**config.mk**
```make
export PLATFORM = sky130hd
export DESIGN_NAME = deinterleaver_flat
export DESIGN_NICKNAME = d
export VERILOG_FILES = /design/src/rtl/deinterleaver_if.sv /design/src/rtl/deinterleaver.sv /design/src/flat_wrapper.sv
export SDC_FILE = /design/constraint.sdc
export NUM_CORES = 1
export LEC_CHECK = 0
export ABC_AREA = 1
export CORE_UTILIZATION = 45
export DETAILED_ROUTE_END_ITERATION = 10
export HOLD_SLACK_MARGIN = 0.15
export PLACE_DENSITY_LB_ADDON = 0.2
export SYNTH_ARGS = -nofsm -noshare
export SYNTH_HDL_FRONTEND = slang
export SYNTH_SLANG_ARGS = --single-unit
```
**constraint.sdc**
```tcl
create_clock -name Clock -period 1.88 [get_ports Clock]
set_input_delay 0.188 -clock Clock [delete_from_list [all_inputs] [get_ports Clock]]
set_output_delay 0.188 -clock Clock [all_outputs]
set_load 0.01 [all_outputs]
```
**src/rtl/deinterleaver_if.sv**
```systemverilog
// Bit-serial bus between a block source and the deinterleaver.
// The Sync line exists only when DEINT_SYNC_EN is defined.
interface deinterleaver_if;
    logic Input;
    logic In_Valid;
    logic Output;
    logic Out_Valid;
    logic Block_Start;
`ifdef DEINT_SYNC_EN
    logic Sync;

    modport master (
        output Input, In_Valid, Sync,
        input  Output, Out_Valid, Block_Start
    );
    modport slave (
        input  Input, In_Valid, Sync,
        output Output, Out_Valid, Block_Start
    );
`else
    modport master (
        output Input, In_Valid,
        input  Output, Out_Valid, Block_Start
    );
    modport slave (
        input  Input, In_Valid,
        output Output, Out_Valid, Block_Start
    );
`endif
endinterface

```
**src/rtl/deinterleaver.sv**
```systemverilog
// Block bit deinterleaver: column-wise write, row-wise read, ping-pong banks.
// Optional block realign input enabled by defining DEINT_SYNC_EN.
module deinterleaver #(
    parameter int N_CBPS = 48,
    parameter int N_COLS = 16,
    parameter int N_ROWS = N_CBPS / N_COLS
) (
    input  logic           Clock,
    input  logic           Reset,
    deinterleaver_if.slave dif_io
);
    localparam int RW = (N_ROWS > 1) ? $clog2(N_ROWS) : 1;
    localparam int CW = (N_COLS > 1) ? $clog2(N_COLS) : 1;
    localparam int KW = (N_CBPS > 1) ? $clog2(N_CBPS) : 1;

    logic [RW-1:0] wr_row_q, wr_row_d;
    logic [CW-1:0] wr_col_q, wr_col_d;
    logic          wr_bank_q, wr_bank_d;
    logic [KW-1:0] rd_cnt_q, rd_cnt_d;
    logic          rd_active_q, rd_active_d;
    logic          out_q, out_d;
    logic          vld_q, vld_d;
    logic          bs_q, bs_d;

    logic [N_CBPS-1:0] bank_q [2];

    logic [RW-1:0] row_eff;
    logic [CW-1:0] col_eff;
    logic [KW-1:0] widx;
    logic          blk_done;

    // A realign restarts the write position before this edge's bit is placed
`ifdef DEINT_SYNC_EN
    assign row_eff = dif_io.Sync ? '0 : wr_row_q;
    assign col_eff = dif_io.Sync ? '0 : wr_col_q;
`else
    assign row_eff = wr_row_q;
    assign col_eff = wr_col_q;
`endif

    assign widx = KW'(row_eff) * KW'(N_COLS) + KW'(col_eff);

    always_comb begin
        wr_row_d  = row_eff;
        wr_col_d  = col_eff;
        wr_bank_d = wr_bank_q;
        blk_done  = 1'b0;
        if (dif_io.In_Valid) begin
            if (row_eff == RW'(N_ROWS - 1)) begin
                wr_row_d = '0;
                if (col_eff == CW'(N_COLS - 1)) begin
                    wr_col_d  = '0;
                    wr_bank_d = ~wr_bank_q;
                    blk_done  = 1'b1;
                end else begin
                    wr_col_d = col_eff + CW'(1);
                end
            end else begin
                wr_row_d = row_eff + RW'(1);
            end
        end
    end

    // Read address rd_cnt maps straight onto row*N_COLS+col of the drained bank
    always_comb begin
        rd_cnt_d    = rd_cnt_q;
        rd_active_d = rd_active_q;
        out_d       = 1'b0;
        vld_d       = 1'b0;
        bs_d        = 1'b0;
        if (rd_active_q) begin
            out_d = bank_q[~wr_bank_q][rd_cnt_q];
            vld_d = 1'b1;
            bs_d  = (rd_cnt_q == '0);
            if (rd_cnt_q == KW'(N_CBPS - 1)) begin
                rd_cnt_d    = '0;
                rd_active_d = 1'b0;
            end else begin
                rd_cnt_d = rd_cnt_q + KW'(1);
            end
        end
        if (blk_done) begin
            rd_cnt_d    = '0;
            rd_active_d = 1'b1;
        end
    end

    always_ff @(posedge Clock or posedge Reset) begin
        if (Reset) begin
            wr_row_q    <= '0;
            wr_col_q    <= '0;
            wr_bank_q   <= 1'b0;
            rd_cnt_q    <= '0;
            rd_active_q <= 1'b0;
            out_q       <= 1'b0;
            vld_q       <= 1'b0;
            bs_q        <= 1'b0;
        end else begin
            wr_row_q    <= wr_row_d;
            wr_col_q    <= wr_col_d;
            wr_bank_q   <= wr_bank_d;
            rd_cnt_q    <= rd_cnt_d;
            rd_active_q <= rd_active_d;
            out_q       <= out_d;
            vld_q       <= vld_d;
            bs_q        <= bs_d;
        end
    end

    // Bank storage is never reset; nothing reaches Output without Out_Valid
    always_ff @(posedge Clock) begin
        if (dif_io.In_Valid) begin
            bank_q[wr_bank_q][widx] <= dif_io.Input;
        end
    end

    assign dif_io.Output      = out_q;
    assign dif_io.Out_Valid   = vld_q;
    assign dif_io.Block_Start = bs_q;
endmodule
```
**src/flat_wrapper.sv**
```systemverilog
// flat-port wrapper written by rule: the top's interface ports become plain ports
module deinterleaver_flat 
#(
    parameter int N_CBPS = 48,
    parameter int N_COLS = 16,
    parameter int N_ROWS = N_CBPS / N_COLS
)
  (Clock, Reset, dif_io_Input, dif_io_In_Valid, dif_io_Output, dif_io_Out_Valid, dif_io_Block_Start);
  deinterleaver_if dif_io_i ();
  input  logic Clock;
  input  logic Reset;
  input wire logic [$bits(dif_io_i.Input)-1:0] dif_io_Input;
  input wire logic [$bits(dif_io_i.In_Valid)-1:0] dif_io_In_Valid;
  output wire logic [$bits(dif_io_i.Output)-1:0] dif_io_Output;
  output wire logic [$bits(dif_io_i.Out_Valid)-1:0] dif_io_Out_Valid;
  output wire logic [$bits(dif_io_i.Block_Start)-1:0] dif_io_Block_Start;
  assign dif_io_i.Input = dif_io_Input;
  assign dif_io_i.In_Valid = dif_io_In_Valid;
  assign dif_io_Output = dif_io_i.Output;
  assign dif_io_Out_Valid = dif_io_i.Out_Valid;
  assign dif_io_Block_Start = dif_io_i.Block_Start;
  deinterleaver #(.N_CBPS(N_CBPS), .N_COLS(N_COLS), .N_ROWS(N_ROWS)) u_core (.Clock(Clock), .Reset(Reset), .dif_io(dif_io_i));
endmodule
```
==> flow_metrics.tcl <==
set metrics [dict create \
    status "completed" \
    syn_nets 583 \
    rsz0062_at_grt "false" \
    yosys.cell_types.count 29 \
    p_clk_share_pct 34.0 \
    ys_async_sr_fraction_pct 15.0 \
    synth_mux_area_share_pct 0 \
    worst-setup-path-type "reg -> reg" \
    num-fill-cells 1067 \
    diodes 0 \
    period_needed_ns 1.73 \
    grt_max_degree 97 \
    path_cells "inv_1, nor3_1, buf_4, nand2_1, buf_4, nor3_1" \
    cts_inserted_buffers 17 \
    initialDrtViolationCount 421 \
    grtUsageTotal_pct 21.4 \
    cpMaxStageDelayCell "dfrtp_1" \
    tns_ns 0 \
    cts_sinks 113 \
    cp_max_fo 8 \
    r2r_slack_ns 0.15 \
    area.growth.synth_to_final_pct 14.8 \
    post-synth-top-count-cell "nand2_1" \
    drtAntennaViolNets 0 \
    synth_area_leaders "edfxtp_1 (53%), nand2_1 (9.4%), dfrtp_1 (7.9%), nor3_1 (7.3%), nand3_1 (5.5%)" \
    synth_fa_ha_area_share_pct 0.693 \
    cp_top_family "buffers and inverters" \
    yosys.area_share.xor_xnor_pct 0.647 \
    synthesis.instances 576 \
    drive_above_1_share_pct 10.1 \
    io_pins 7 \
    seqCellArea_um2 3310 \
    max_stage_delay_ns 0.43 \
    finalCritPeriodShare_pct 92.3 \
    die_area_um2 12500 \
    viasPerCell 5.47 \
    skew_ns 0.00820 \
    cp.depth 6 \
    drc 0 \
    clk_pin_slew_ns 0.05 \
    tightestPinTransition_ns 0.872 \
    dp_hpwl_um 7580 \
    cp-endpoint "u_core.bank_q[0][3]$_DFFE_PP_" \
    start_util_pct 46.8 \
    yosys.area_share.simple_pct 28.1 \
    num_rows 39 \
    synth_edf_count 96 \
    cp-start-kind "register" \
    die_h_um 112 \
    syn-cell-area_um2 5410 \
    place_area_um2 5660 \
    r2r-start "u_core.col_eff[0]$_DFFE_PP0P_" \
    arrival_ns 1.84 \
    yosysWarnings 0 \
    grt-ovfl-total 0 \
    timing.fmax_ghz 0.576 \
    dp.cells 715 \
    ys.flop_type "edfxtp_1" \
    slew_headroom_pct 41.9 \
    reg2reg_to "u_core.bank_q[0][3]$_DFFE_PP_" \
    drv_slew 0 \
    switching_share_pct 35.4 \
    post_cts_buffers 0 \
    seq_power_share_pct 36.4 \
    gp_congestion 0.863 \
    setup_violations 0 \
    required_ns 1.98 \
    wirelength_um 12400 \
    ir_worst_vdd_mv 0.686 \
    final_hold_viol_count 0 \
    endpoint_kind "register" \
    nets 599 \
    die_x_um 112 \
    via_count 4094 \
    port_buffers 6 \
    synth_top_area_cell "edfxtp_1" \
    grt_pass1_wl_um 20100 \
    cts_tree "done" \
    grt_pass1_vias 3888 \
    whs_ns 0.527 \
    first_pass_iters 5 \
    multi_input_area_um2 1750 \
    p_switching_uw 3050 \
    synth-compound-area-share_pct 2.89 \
    ys_seq_area_share_pct 61.1 \
    syn-mean-instance-area_um2 9.40 \
    ys_seq_elements 113 \
    clkLatencyLatePin_ns 0.41 \
    worstRegToRegCells 6 \
    p_leak_uw 0.00233 \
    pwr_density_cell_nw_per_um2 1390 \
    cts_buffer_depth 2 \
    final_area_um2 6220 \
    cp-startpoint "u_core.col_eff[0]$_DFFE_PP0P_" \
    coreArea_um2 11600 \
    synth_top_cells_by_count "nand2_1 (136), edfxtp_1 (96), nor3_1 (79)" \
    hp-class "in -> reg" \
    maxCapViolCount 0 \
    synth_top_family_by_area "simple AND/OR/NAND/NOR gates" \
    intPower_uw 5570 \
    cts_htree_levels 4 \
    worst-path-buf-inv 3 \
    wl_per_cell_um 16.6 \
    antenna_found_initial 0 \
    p_comb_share_pct 29.6 \
    postLayoutCoreUtil_pct 53.8 \
    final_cells 748 \
    cts_root_buf "clkbuf_16" \
    synth_top_area_share_pct 53.2 \
]
## placed cells by master, fill, tap and decap left out, drive strengths merged, types with 2 or more instances in the layout
master,synthesis,routed
o21ai,14,14
ha,3,3
nand3,61,61
and3,2,2
nor2,67,67
nor3b,2,2
inv,41,41
xor2,4,4
clkdlybuf4s50,0,5
o22ai,2,2
dfrtp,17,17
clkinv,1,8
a21oi,12,12
nor3,79,79
edfxtp,96,96
nand2,137,137
clkbuf,0,24
buf,34,25
## worst register-to-register path, stage by stage (launching register included)
cell	delay, ns
dfrtp_1	0.43
inv_1	0.16
nor3_1	0.22
buf_4	0.16
nand2_1	0.09
buf_4	0.18
nor3_1	0.19
## flip-flops by register name (all words and copies together) (netlist names)
register	count
u_core.dif_io.Block_Start	1
u_core.row_eff	2
u_core.wr_bank_q	1
u_core.dif_io.Output	1
u_core.col_eff	4
u_core.rd_active_q	1
u_core.rd_cnt_q	6
u_core.dif_io.Out_Valid	1
u_core.bank_q	96
## metal layers
layer	up-vias	global-route usage, %	routed length, µm	share of wire, %
met5	-	0	0	0
met4	0	7.21	149	1.2
met3	11	5.77	721	5.8
met2	102	32.8	5900	47
met1	1990	29.6	5670	46
li1	1991	-	-	-
## worst min path at each step
stage / start / cells past startpoint / to
finish: dif_io_Input / 2 / u_core.bank_q[0][46]$_DFFE_PP_
global route: u_core.rd_active_q$_DFF_PP0_ / 0 / u_core.dif_io.Out_Valid$_DFF_PP0_
CTS: u_core.rd_active_q$_DFF_PP0_ / 0 / u_core.dif_io.Out_Valid$_DFF_PP0_
detailed placement: u_core.rd_active_q$_DFF_PP0_ / 0 / u_core.dif_io.Out_Valid$_DFF_PP0_
global placement: u_core.rd_active_q$_DFF_PP0_ / 0 / u_core.dif_io.Out_Valid$_DFF_PP0_
floorplan: Reset / 1 / u_core.col_eff[0]$_DFFE_PP0P_
## power groups by stage
stage	Sequential, µW	Clock (µW)	Combinational (µW)
2_1_floorplan	3070	0	1790
3_3_place_gp	3160	0	2520
3_5_place_dp	3170	0	2530
4_1_cts	3120	2970	2560
5_1_grt	3150	3090	2830
6_report	3130	2930	2550
## per-stage QoR
step	total power [µW]	setup slack (ns)
finish	8620	0.145
global route	9070	0.0182
CTS	8650	0.0886
detailed placement	5700	0.00804
global placement	5680	0.0160
floorplan	4860	0.398
## logic make-up after synthesis
logic type,after synthesis
compound gates,30
xor+xnor,4
fa+ha+maj,3
buf+inv,76
flops,113
simple gates,350
## cell type report
class	count	area share [%]
clock inverter	8	1.01
tap	143	2.88
multi-input combinational	387	28.2
timing repair buffer	31	4.35
clock buffer	24	7.75
sequential	113	53.3
inverter	42	2.58
## repair_timing
action | in CTS | in global routing
hold buffers | 1 | 0
hold endpoints to repair | 17 | 0
setup endpoints to repair | 8 | 8
gates resized for setup | 1 | 1
cloned | 0 | 0
No activity file was read; power rests on OpenSTA's default activity.
